--- config.mk ---
export PLATFORM = sky130hd
export DESIGN_NAME = inst_fetch_ctrl
export DESIGN_NICKNAME = d
export VERILOG_FILES = /design/src/rtl/inst_fetch_ctrl_pkg.sv /design/src/rtl/inst_fetch_ctrl_fifo.sv /design/src/rtl/inst_fetch_ctrl.sv
export SDC_FILE = /design/constraint.sdc
export NUM_CORES = 1
export LEC_CHECK = 0
export ABC_AREA = 0
export CORE_MARGIN = 2
export CORE_UTILIZATION = 34
export DETAILED_ROUTE_END_ITERATION = 8
export RECOVER_POWER = 100
export SLEW_MARGIN = 20
export SYNTH_ARGS = -nofsm -noshare
export SYNTH_HDL_FRONTEND = slang
export SYNTH_HIERARCHICAL = 1
export SYNTH_SLANG_ARGS = --single-unit
--- constraint.sdc ---
create_clock -name i_clk -period 4.88 [get_ports i_clk]
set_input_delay 0.976 -clock i_clk [delete_from_list [all_inputs] [get_ports i_clk]]
set_output_delay 0.976 -clock i_clk [all_outputs]
set_load 0.1 [all_outputs]
--- src/rtl/inst_fetch_ctrl_pkg.sv ---
// Shared definitions for the instruction fetch sequencer.
// Contents: data width, default reset PC and FIFO depth, the FSM state
// encoding, the FIFO entry payload (PC + instruction word), and a
// word-alignment helper.
package inst_fetch_ctrl_pkg;

  localparam int unsigned     XLEN             = 32;
  localparam logic [XLEN-1:0] DEFAULT_RESET_PC = 32'h0000_0000;
  localparam int unsigned     DEFAULT_DEPTH    = 2;
  localparam logic [XLEN-1:0] INST_BYTES       = 32'd4;

  typedef enum logic {
    ST_BOOT = 1'b0,
    ST_RUN  = 1'b1
  } fetch_state_e;

  typedef struct packed {
    logic [XLEN-1:0] pc;
    logic [XLEN-1:0] inst;
  } fetch_entry_t;

  // Clear the byte offset so every fetch address is word aligned.
  function automatic logic [XLEN-1:0] word_align(input logic [XLEN-1:0] addr);
    return addr & ~XLEN'(3);
  endfunction

endpackage

--- src/rtl/inst_fetch_ctrl_fifo.sv ---
// Prefetch FIFO holding fetched instruction words together with their PCs.
// Ports:
//   i_clk, i_rst_n       clock, asynchronous active-low reset
//   i_push, i_wdata      write one entry (ignored when full without a pop)
//   i_pop                drop the head entry (ignored when empty)
//   i_flush              empty the FIFO; wins over push and pop
//   o_rdata              head entry, straight from the storage registers
//   o_count, o_full, o_empty  occupancy status
module inst_fetch_ctrl_fifo
  import inst_fetch_ctrl_pkg::*;
#(
  parameter int unsigned DEPTH = DEFAULT_DEPTH
) (
  input  logic                    i_clk,
  input  logic                    i_rst_n,
  input  logic                    i_push,
  input  logic                    i_pop,
  input  logic                    i_flush,
  input  fetch_entry_t            i_wdata,
  output fetch_entry_t            o_rdata,
  output logic [$clog2(DEPTH):0]  o_count,
  output logic                    o_full,
  output logic                    o_empty
);

  localparam int unsigned PW = $clog2(DEPTH);
  localparam int unsigned CW = PW + 1;

  fetch_entry_t   r_mem [DEPTH];
  logic [PW-1:0]  r_wr_ptr;
  logic [PW-1:0]  r_rd_ptr;
  logic [CW-1:0]  r_count;
  logic           w_do_push;
  logic           w_do_pop;

  assign o_count = r_count;
  assign o_full  = (r_count == CW'(DEPTH));
  assign o_empty = (r_count == '0);
  assign o_rdata = r_mem[r_rd_ptr];

  // A full FIFO can still accept a push when the head leaves in the same cycle.
  assign w_do_pop  = i_pop && !o_empty;
  assign w_do_push = i_push && (!o_full || w_do_pop);

  // Storage, pointers (wrap naturally modulo DEPTH) and occupancy.
  always_ff @(posedge i_clk or negedge i_rst_n) begin
    if (!i_rst_n) begin
      r_mem    <= '{default: '0};
      r_wr_ptr <= '0;
      r_rd_ptr <= '0;
      r_count  <= '0;
    end else if (i_flush) begin
      r_wr_ptr <= '0;
      r_rd_ptr <= '0;
      r_count  <= '0;
    end else begin
      if (w_do_push) begin
        r_mem[r_wr_ptr] <= i_wdata;
        r_wr_ptr        <= r_wr_ptr + PW'(1);
      end
      if (w_do_pop) begin
        r_rd_ptr <= r_rd_ptr + PW'(1);
      end
      case ({w_do_push, w_do_pop})
        2'b10:   r_count <= r_count + CW'(1);
        2'b01:   r_count <= r_count - CW'(1);
        default: r_count <= r_count;
      endcase
    end
  end

endmodule

--- src/rtl/inst_fetch_ctrl.sv ---
// Fetch sequencer between the PC logic and a synchronous-read instruction
// memory. Owns the fetch PC, issues at most one read per cycle, buffers the
// returned words in a prefetch FIFO and hands them to decode via valid/ready.
// Redirects flush the FIFO and squash the outstanding fetch.
// Ports:
//   i_clk, i_rst_n                 clock, asynchronous active-low reset
//   o_imem_req, o_imem_addr        memory read request (combinational) / address
//   i_imem_rdata                   read data, one cycle after the request
//   o_inst_valid, o_inst, o_inst_pc  FIFO head towards decode
//   i_inst_ready                   decode accepts the head
//   i_redirect, i_redirect_pc      refetch from a new address
//   i_halt                         stop issuing new requests
module inst_fetch_ctrl
  import inst_fetch_ctrl_pkg::*;
#(
  parameter logic [XLEN-1:0] RESET_PC = DEFAULT_RESET_PC,
  parameter int unsigned     DEPTH    = DEFAULT_DEPTH
) (
  input  logic            i_clk,
  input  logic            i_rst_n,
  output logic            o_imem_req,
  output logic [XLEN-1:0] o_imem_addr,
  input  logic [XLEN-1:0] i_imem_rdata,
  output logic            o_inst_valid,
  output logic [XLEN-1:0] o_inst,
  output logic [XLEN-1:0] o_inst_pc,
  input  logic            i_inst_ready,
  input  logic            i_redirect,
  input  logic [XLEN-1:0] i_redirect_pc,
  input  logic            i_halt
);

  localparam int unsigned CW = $clog2(DEPTH) + 1;
  localparam int unsigned OW = CW + 1;

  fetch_state_e    r_state;
  fetch_state_e    w_state_nxt;
  logic [XLEN-1:0] r_fpc;
  logic [XLEN-1:0] r_req_pc;
  logic            r_inflight;
  logic            r_squash;
  logic            w_req;
  logic            w_pop;
  logic            w_push;
  logic            w_empty;
  logic            w_full_unused;
  logic [CW-1:0]   w_count;
  logic [OW-1:0]   w_occ;
  fetch_entry_t    w_wdata;
  fetch_entry_t    w_head;

  assign w_pop  = o_inst_valid && i_inst_ready;
  assign w_push = r_inflight && !r_squash;
  // Slots that will be taken once the outstanding response lands.
  assign w_occ  = OW'(w_count) + OW'(r_inflight) - OW'(w_pop);

  assign w_wdata.pc   = r_req_pc;
  assign w_wdata.inst = i_imem_rdata;

  assign o_imem_req   = w_req;
  assign o_imem_addr  = r_fpc;
  assign o_inst_valid = !w_empty;
  assign o_inst       = w_head.inst;
  assign o_inst_pc    = w_head.pc;

  // State register.
  always_ff @(posedge i_clk or negedge i_rst_n) begin
    if (!i_rst_n) begin
      r_state <= ST_BOOT;
    end else begin
      r_state <= w_state_nxt;
    end
  end

  // Next state: BOOT is a single idle cycle, then RUN forever.
  always_comb begin
    w_state_nxt = r_state;
    case (r_state)
      ST_BOOT: w_state_nxt = ST_RUN;
      ST_RUN:  w_state_nxt = ST_RUN;
      default: w_state_nxt = ST_BOOT;
    endcase
  end

  // Issue decision.
  always_comb begin
    w_req = 1'b0;
    if (r_state == ST_RUN && !i_halt && !i_redirect && (w_occ < OW'(DEPTH))) begin
      w_req = 1'b1;
    end
  end

  // Fetch PC, outstanding-request tracking and squash flag.
  always_ff @(posedge i_clk or negedge i_rst_n) begin
    if (!i_rst_n) begin
      r_fpc      <= word_align(RESET_PC);
      r_req_pc   <= '0;
      r_inflight <= 1'b0;
      r_squash   <= 1'b0;
    end else begin
      r_inflight <= w_req;
      if (w_req) begin
        r_req_pc <= r_fpc;
      end
      if (i_redirect) begin
        r_fpc    <= word_align(i_redirect_pc);
        r_squash <= r_inflight;
      end else begin
        // Squash covers only the single response slot after a redirect.
        r_squash <= 1'b0;
        if (w_req) begin
          r_fpc <= r_fpc + INST_BYTES;
        end
      end
    end
  end

  inst_fetch_ctrl_fifo #(
    .DEPTH (DEPTH)
  ) u_fifo (
    .i_clk   (i_clk),
    .i_rst_n (i_rst_n),
    .i_push  (w_push),
    .i_pop   (w_pop),
    .i_flush (i_redirect),
    .i_wdata (w_wdata),
    .o_rdata (w_head),
    .o_count (w_count),
    .o_full  (w_full_unused),
    .o_empty (w_empty)
  );

endmodule

* After elaboration in Yosys (flattened, before gate mapping)
Cells that the tools add are included.
** Word-level totals
- Register bits after elaboration :: 199
- Input port bits :: 69
- Output and inout port bits :: 98
- Word-level logic and storage cells :: 65
** Operators by class
- Add/subtract/negate cells :: 7
- Magnitude comparators :: 4
- Equality and inequality tests :: 3
- Multiplexer cells :: 16
- Bitwise gates (word level) :: 3
- Reductions and logical operators :: 20
** Operators by type and width (count)
- 2-to-1 mux 64 bit :: 4
- bitwise mux 128 bit :: 1
- demux 64 bit (select 1 bit) :: 1
- 2-to-1 mux 32 bit :: 2
- adder 32 x 3 -> 32 bit, second input constant :: 1
- logical AND 1 bit :: 8
- 2-to-1 mux 1 bit :: 6
- nonzero test 2 bit :: 3
- logical NOT 1 bit :: 5
- == test 2 bit, second input constant :: 2
- greater-or-equal comparator 2 bit, second input constant :: 2
- NOT 1 -> 2 bit :: 2
- case mux 2 bit (2 select lines) :: 1
- adder 2 x 1 -> 3 bit :: 1
- less-than comparator 3 x 2 -> 1 bit, second input constant :: 1
- nonzero test 3 bit :: 1
- subtractor 3 x 1 -> 3 bit :: 1
- adder 1 bit, second input constant :: 2
- adder 2 x 1 -> 2 bit, second input constant :: 1
- == test 2 x 1 -> 1 bit, second input constant :: 1
- logical NOT 2 bit :: 1
- less-than comparator 2 x 1 -> 1 bit, second input constant :: 1
- 2-to-1 mux 2 bit :: 1
- AND reduction 2 bit :: 1
- 3 further kinds :: 3

* Longest topological paths before layout
Gate-level depths: netlist (run 1).
- Word-level depth :: 9
- Depth in mapped cells :: 12
- Mapped depth without buffers :: 11

* By module
Netlist (run 1), hierarchy kept.
** By module, submodules not included
- inst_fetch_ctrl_fifo :: instances 1, cells each 365, area an instance 5914.4 µm², sequential area each 3303.2 µm²
- inst_fetch_ctrl :: instances 1, cells each 351, area an instance 3118.0 µm², sequential area each 1576.5 µm²

* Worst setup path after synthesis (run 1)
OpenSTA, ideal clock, no wires.
- Kind :: input-to-output
- From :: input port i_inst_ready
- To :: output port o_imem_req
- Arrival :: 3.436 ns
- Data required time :: 3.904 ns
- Setup slack :: 0.468 ns
- Cell stages on the path :: 9
- Path buffers :: 2
- Cell sequence :: nor2b_1 ha_1 nand2b_1 fa_1 nand4bb_1 or2_2 clkinv_1 buf_2 buf_2
** Between the ends
- Word-level cells in the longest chain between the ends :: 5
** RTL lines
- from (decl) :: line inst_fetch_ctrl.sv:27 : input logic i_inst_ready,
- logical AND 1 bit :: line inst_fetch_ctrl.sv:52 : assign w_pop = o_inst_valid && i_inst_ready;
- subtractor 3 x 1 -> 3 bit :: line inst_fetch_ctrl.sv:55 : assign w_occ = OW'(w_count) + OW'(r_inflight) - OW'(w_pop);
- less-than comparator 3 x 2 -> 1 bit :: line inst_fetch_ctrl.sv:88 : if (r_state == ST_RUN && !i_halt && !i_redirect && (w_occ < OW'(DEPTH))) begin
- logical AND 1 bit :: line inst_fetch_ctrl.sv:88
- 2-to-1 mux 1 bit :: line inst_fetch_ctrl.sv:88
- to (decl) :: line inst_fetch_ctrl.sv:21 : output logic o_imem_req,
No other way between the ends.

* Worst setup path in the final report (run 1)
- From :: input port i_inst_ready
- To :: output port o_imem_req
** Between the ends
- Word-level cells in the longest chain between the ends :: 5
** RTL lines
- logical AND 1 bit :: line inst_fetch_ctrl.sv:52
- via w_pop :: line inst_fetch_ctrl.sv:43 : logic w_pop;
- subtractor 3 x 1 -> 3 bit :: line inst_fetch_ctrl.sv:55
- less-than comparator 3 x 2 -> 1 bit :: line inst_fetch_ctrl.sv:88
- logical AND 1 bit :: line inst_fetch_ctrl.sv:88
- 2-to-1 mux 1 bit :: line inst_fetch_ctrl.sv:88
The timed path passes the listed nets, and every way through them passes these cells.

==> results of run 1 <==
==> worst reg2reg max path, cell delays in order (launching register included) <==
cell and delay (ns):
dfrtp_1 0.52, nor2_1 0.13, nor2b_1 0.21, ha_1 0.26, nand2b_1 0.15, fa_1 0.48, nand4bb_1 0.17, or2_2 0.36
clkbuf_2 0.65, or4_1 0.73, nand3_1 0.09
==> registers in the layout, summed over array words and instances, names as in the netlist <==
name	cells
r_squash	1
u_fifo/o_count	2
r_req_pc	30
o_imem_addr	30
r_state	1
u_fifo/r_mem	128
u_fifo/r_wr_ptr	1
r_inflight	1
u_fifo/r_rd_ptr	1
==> power groups by stage <==
stage | logic (W) | clock network (W) | registers [W]
after detailed placement | 0.00271 | 0 | 0.00219
after CTS | 0.00272 | 0.00146 | 0.00217
after floorplan | 0.00197 | 0 | 0.00231
after global placement | 0.00270 | 0 | 0.00219
final | 0.00250 | 0.00141 | 0.00216
after global routing | 0.00261 | 0.00153 | 0.00221
==> metal layers <==
metal / vias up / track usage / share of wire
met1: 3048 / 0.228 / 0.49
met2: 174 / 0.240 / 0.45
met5: - / 0 / 0
met3: 10 / 0.0375 / 0.052
li1: 2865 / - / -
met4: 0 / 0.0322 / 0.0072
==> cell families after synthesis <==
group / after synthesis
adders and majority gates: 3
xor gates and xnor gates: 4
and+or+nand+nor: 206
muxes: 195
AOI/OAI and AO/OA: 63
buffers and inverters: 48
DFF: 195
other: 2
==> cell usage in the layout, fill, tap and decap left out, types with 3 or more instances in the layout <==
master and instances:
o21ai_0 17, mux2_2 143, a221o_1 4, mux2_4 3
or3_1 3, nand2_1 122, clkdlybuf4s50_1 63, a32oi_1 4
inv_1 9, mux2i_1 3, o311ai_0 5, clkinv_8 4
mux2_1 46, nor2b_1 5, dfrtp_1 194, clkbuf_1 13
dlygate4sd3_1 89, nor4_1 3, a21o_1 4, a22oi_1 3
nand3_1 14, and2_1 4, clkbuf_2 6, clkbuf_16 17
nand4_1 9, inv_6 4, nand2b_1 3, a21oi_1 6
xor2_1 3, nor3_1 9, buf_4 5, o211ai_1 10
nor2_1 16, conb_1 7
==> final cells by class <==
class / instances / area share
Sequential cell: 195 / 0.431
Multi-Input combinational cell: 478 / 0.330
Tap cell: 335 / 0.0370
Timing Repair Buffer: 176 / 0.146
Inverter: 11 / 0.00364
Clock buffer: 18 / 0.0379
Clock inverter: 14 / 0.0142
==> metrics by stage <==
step / total power [W] / utilization
2_1_floorplan: 0.00428 / -
3_3_place_gp: 0.00489 / 0.422
3_5_place_dp: 0.00491 / 0.422
4_1_cts: 0.00635 / 0.444
5_1_grt: 0.00634 / 0.435
6_report: 0.00607 / 0.435
==> final timing paths <==
kind / from / end / slack, ns / cells after the start
setup / recovery: i_inst_ready / o_imem_req / 0.46 / 9
hold / removal: u_fifo/r_mem[126] / u_fifo/r_mem[126] / 0.49 / 1
setup reg to reg: u_fifo/o_count[1] / o_imem_addr[27] / 1.07 / 10
hold reg to reg: u_fifo/r_mem[126] / u_fifo/r_mem[126] / 0.49 / 1
max in group asynchronous: i_rst_n / u_fifo/r_mem[5] / 1.30 / 2
min in group asynchronous: i_rst_n / u_fifo/r_mem[94] / 1.42 / 1
==> summary.md, run 1 <==
| Metric | Value |
|---|---|
| Remaining DRCs | `0` |
| Initial antenna violation count | `0` |
| H-tree levels | `4` |
| Mux contribution to synthesized area | `0.263` |
| Violation count after the first detailed-route iteration | `349` |
| Routed wire length | `21.5 mm` |
| Post-synthesis async set-or-reset flop share | `1.00` |
| Area Overhead vs Synth | `25.4%` |
| Failing checks | `max-capacitance violations, max-slew violations` |
| Crit path kind | `input port to output port` |
| Most frequent cell after synthesis | `dfrtp_1` |
| Yosys cell types | `56` |
| Top cells by area, synth | `dfrtp_1 (54%), mux2_2 (18%), mux2_4 (8.1%), nand2_1 (5.1%), o21ai_0 (0.94%)` |
| P_int | `0.00326 W` |
| Core Region | `26100 um^2` |
| TNS Setup | `0 ns` |
| Die Y | `167 um` |
| Register area | `4880 um^2` |
| Post CTS Setup Buffer Count | `0` |
| Fin. max-slew vios | `225` |
| # setup viols final | `0` |
| Clock sinks | `195` |
| Vias | `6097` |
| Worst-skew pair later-pin latency | `0.44 ns` |
| CTS tree | `done` |
| Die area | `~28000 um^2` |
| Logic pwr share | `0.413` |
| Clock Tree Root | `clkbuf_16` |
| Worst-path fanout max | `4` |
| PwrDens | `535 nW/um^2` |
| FP Rows | `59` |
| Buffers on Ports | `~160` |
| Max Cap Viol | `3` |
| Fin crit period | `4.42 ns` |
| Crit-path slowest cell | `dlygate4sd3_1` |
| RePlAce Congestion | `0.797` |
| Cell taking the most area after synthesis | `dfrtp_1` |
| Worst setup EP type | `output port` |
| Die Wd | `167 um` |
| Starting density of the core | `0.347` |
| Placed instance area | `11000 um^2` |
| Sequential fraction of the synthesis area | `0.540` |
| CP max stage delay | `0.53 ns` |
| CP Launch Type | `input port` |
| Number of global-route vias before repair | `6278` |
| RSZ-0062 raised after global routing | `no` |
| Mapped Cells | `716` |
| Top cell type's share of synthesized area | `0.540` |
| Io pins | `167` |
| Clock transition at path regs | `0.07 ns` |
| Sw power | `0.00280 W` |
| Largest family of logic cells by synthesized area | `multiplexers` |
| Run status | `finished with violations` |
| Synthesized area per cell | `~13 um^2` |
| Register share of total power | `0.355` |
| Post-Layout Cell Count | `1227` |
| Post-Synth Simple-Gate Area | `0.110` |
| Design Area, Final | `between 10000 and 15000 um^2` |
| Detailed Routing Iterations Pass 1 | `4` |
| Worst path buffer plus inverter count | `3` |
| Synth Register Bits | `195` |
| Gr usage total | `0.157` |
| Crit-path leading delay family | `simple AND/OR/NAND/NOR gates` |
| CP arrival | `3.45 ns` |
| Fillers | `2460` |
| Compound-Gate Fraction of Synth Area | `0.0492` |
| Fin crit share | `0.906` |
| Setup WS post-layout | `0.458 ns` |
| Vias/cell | `~5` |
| Min Hold Slack | `0.494 ns` |
| Slew headroom | `-0.896` |
| Total Nets Final | `951` |
| Max clock buf depth | `2` |
| Post-DP HPWL | `about 14 mm` |
| TritonCTS buffer count | `17` |
| Required @ worst endpoint | `3.90 ns` |
| First-pass GRT wire length | `35.2 mm` |
| Pre-CTS setup slack | `0.503 ns` |
| Antenna Violating Nets Remaining | `0` |
| Detailed-route wire length per cell | `17.5 um` |
| Inserted Diodes | `0` |
| Worst-Margin Slew | `2.84 ns` |
| Power share of the clock group | `0.232` |
| Synth Area in XOR/XNOR | `0.00388` |
| Cells after DPL | `1195` |
| Net Sw Frac | `0.462` |
| Synth Warn # | `6` |
| Largest net degree at the start of global routing | `113` |
| Setup Skew | `0.0157 ns` |
| CP cell instances | `dlygate4sd3_1 > nor2b_1 > ha_1 > nand2b_1 > fa_1 > nand4bb_1 > or2_2 > clkinv_1 > buf_12` |
| Share of cells above drive strength 1 | `0.226` |
| Synth Area in Adders | `0.00499` |
| Post-Syn Area | `9030 um^2` |
| Peak supply drop | `0.290 mV` |
| Hold Buf Count CTS | `0` |
| Multi-input gate area | `~3700 um^2` |
| Cts repair resizes | `0` |
| Leak pwr | `between 5 and 6 nW` |
| Post-synth top cells | `dfrtp_1 (195), mux2_2 (143), nand2_1 (122), mux2_4 (49), o21ai_0 (17)` |
| Min-delay worst type | `flip-flop to flip-flop` |
| Main flop type after synthesis | `dfrtp_1` |
| Post-synth EDFFs | `0` |
| GRT overflow | `0` |
| Final Hold Vio Count | `0` |
| Fmax | `between 200 and 250 MHz` |
Note: power is estimated with default switching activity, not from simulation.
==> run 2, diff against run 1 <==
Settings changed: GPL_TIMING_DRIVEN set to 0.
==> summary.md, run 2 (same netlist as run 1, synthesis figures left out) <==
| Metric | Value |
|---|---|
| Max Cap Viol | `2 (-1)` |
| Biggest register | `u_fifo/r_mem` |
| Buffers on Ports | `162 (unchanged)` |
| Antenna Violating Nets Remaining | `0 (unchanged)` |
| Remaining DRCs | `0 (unchanged)` |
| Vias | `6209 (+1.8%)` |
| Initial antenna violation count | `0 (unchanged)` |
| Worst-path fanout max | `11 (+7)` |
| Failing checks | `max-capacitance violations, max-slew violations` |
| Violation count after the first detailed-route iteration | `337 (-3.4%)` |
| Vias/cell | `4.96 (-0.12%)` |
| CP arrival | `3.74 ns (+0.29 ns)` |
| Fmax | `212 MHz (-6.3%)` |
| # setup viols final | `0 (unchanged)` |
| CTS tree | `done` |
| Most frequent cells in the layout | `dfrtp_1 (195), mux2_2 (142), nand2_1 (122), dlygate4sd3_1 (96), clkdlybuf4s50_1 (64)` |
| GRT overflow | `0 (unchanged)` |
| Run status | `finished with violations` |
| Worst R2R Start | `u_fifo/o_count[1]` |
| Worst-skew pair later-pin latency | `0.43 ns (about the same)` |
| Slew headroom | `-0.750 (+0.145)` |
| Detailed Routing Iterations Pass 1 | `4 (unchanged)` |
| First-pass GRT wire length | `36.1 mm (+2.6%)` |
| Clock transition at path regs | `0.07 ns (about the same)` |
| RePlAce Congestion | `0.841 (+5.5%)` |
| Detailed-route wire length per cell | `17.8 um (+1.6%)` |
| Crit-path leading delay family | `buffers and inverters` |
| Starting density of the core | `0.347 (unchanged)` |
| H-tree levels | `4 (unchanged)` |
| Clock Tree Root | `clkbuf_16` |
| FF-to-FF End | `r_req_pc[18]` |
| Clock sinks | `195 (unchanged)` |
| Largest net degree at the start of global routing | `86 (-24%)` |
| Fin. max-slew vios | `58 (-74%)` |
| Leak pwr | `5.17 nW (+1.1%)` |
| Inserted Diodes | `0 (unchanged)` |
| CP Launch Type | `input port` |
| Pre-CTS setup slack | `-1.37 ns (-1.87 ns)` |
| Final Hold Vio Count | `0 (unchanged)` |
| Number of global-route vias before repair | `6423 (+2.3%)` |
| CP max stage delay | `0.53 ns (about the same)` |
| Worst reg2reg path depth | `12 (+2)` |
| Die area | `27900 um^2 (unchanged)` |
| Worst path buffer plus inverter count | `5 (+2)` |
| Routed wire length | `22.2 mm (+3.6%)` |
| Core Region | `26100 um^2 (unchanged)` |
| Required @ worst endpoint | `3.90 ns (about the same)` |
| TritonCTS buffer count | `17 (unchanged)` |
| Hold Path End | `u_fifo/r_mem[123]` |
| Design Power | `0.00604 W (-0.41%)` |
| Die Y | `167 um (unchanged)` |
| Setup Skew | `0.0144 ns (-0.00132 ns)` |
| Crit-path slowest cell | `fa_1` |
| Worst setup EP type | `output port` |
| R2R setup slack | `0.97 ns (-0.10 ns)` |
| RSZ-0062 raised after global routing | `no` |
| Hold depth | `1 (unchanged)` |
| Crit path kind | `input port to output port` |
| Total Nets Final | `977 (+2.7%)` |
| Share of cells above drive strength 1 | `0.216 (-0.0103)` |
| FP Rows | `59 (unchanged)` |
| PwrDens | `526 nW/um^2 (-1.8%)` |
| Peak supply drop | `0.270 mV (-6.9%)` |
| Area Overhead vs Synth | `27.2%` |
| Post-DP HPWL | `15.6 mm (+13%)` |
| Io pins | `167 (unchanged)` |
| Worst-Margin Slew | `2.63 ns (-0.218 ns)` |
| Min-delay worst type | `flip-flop to flip-flop` |
| Max reg flops | `128 (unchanged)` |
| Max clock buf depth | `2 (unchanged)` |
| Setup WS post-layout | `0.160 ns (-0.298 ns)` |
| Min-Delay Startpoint | `u_fifo/r_mem[123]` |
| CP cell instances | `clkdlybuf4s50_1 > nor2b_4 > ha_1 > nand2b_1 > fa_1 > nand4bb_4 > or2_4 > clkinvlp_4 > buf_4 > buf_6 > buf_8` |
| Die Wd | `167 um (unchanged)` |
| Gr usage total | `0.164 (+0.00636)` |
| Most common cell after layout, fill and taps aside | `dfrtp_1` |
| Fin crit period | `4.72 ns (+0.298 ns)` |
| Fin crit share | `0.967 (+0.0610)` |
## run 2: per-stage QoR
stage          instances  hold slack (ns)   util  setup TNS (ns)  cell area, um^2
2_1_floorplan        721            0.458      -               0             9050
3_3_place_gp        1218            0.483  0.426        -1099.79            11100
3_5_place_dp        1220            0.490  0.428           -1.37            11200
4_1_cts             1250            0.434  0.451               0            11700
5_1_grt             1251            0.512  0.441               0            11500
6_report            1251            0.491  0.441               0            11500
## run 2: cell type report
class	instances	area (um^2)
plain buffers	37	159
clock buffers	18	439
clock inverters	12	123
fillers	2433	14600
inverters	11	45.0
multi-input cells	478	3760
flip-flops and latches	195	4880
well taps	335	419
repair buffers	165	1660
## run 2: where the power goes
group	internal [W]	total [W]	switching [W]
Combinational	0.000650	0.00253	0.00188
Sequential	0.00194	0.00216	0.000214
Clock	0.000685	0.00136	0.000670
Total	0.00328	0.00604	0.00276
## run 2: timing repair
item	4_1_cts	5_1_grt
setup endpoints to repair	1	1
buffers inserted	0	1
gates resized for setup	14	3
hold buffers	0	0
pin swaps	0	1
## run 2: per-layer routing
metal  vias to the layer above  global-route usage  wire length (um)
met5                         -                   0                 0
met4                         0              0.0465               246
met3                        16              0.0335              1230
met2                       200               0.250             10100
met1                      3072               0.235             10600
li1                       2921                   -                 -
## run 2: how the worst max path moves through the flow
stage	depth (start not counted)	start	slack, ns	end
2_1_floorplan	9	i_inst_ready	0.47	o_imem_req
3_3_place_gp	1	i_rst_n	-5.65	o_imem_addr[24]
3_5_place_dp	11	i_inst_ready	-1.37	o_imem_req
4_1_cts	11	i_inst_ready	0.03	o_imem_req
5_1_grt	11	i_inst_ready	0.05	o_imem_req
6_report	11	i_inst_ready	0.16	o_imem_req
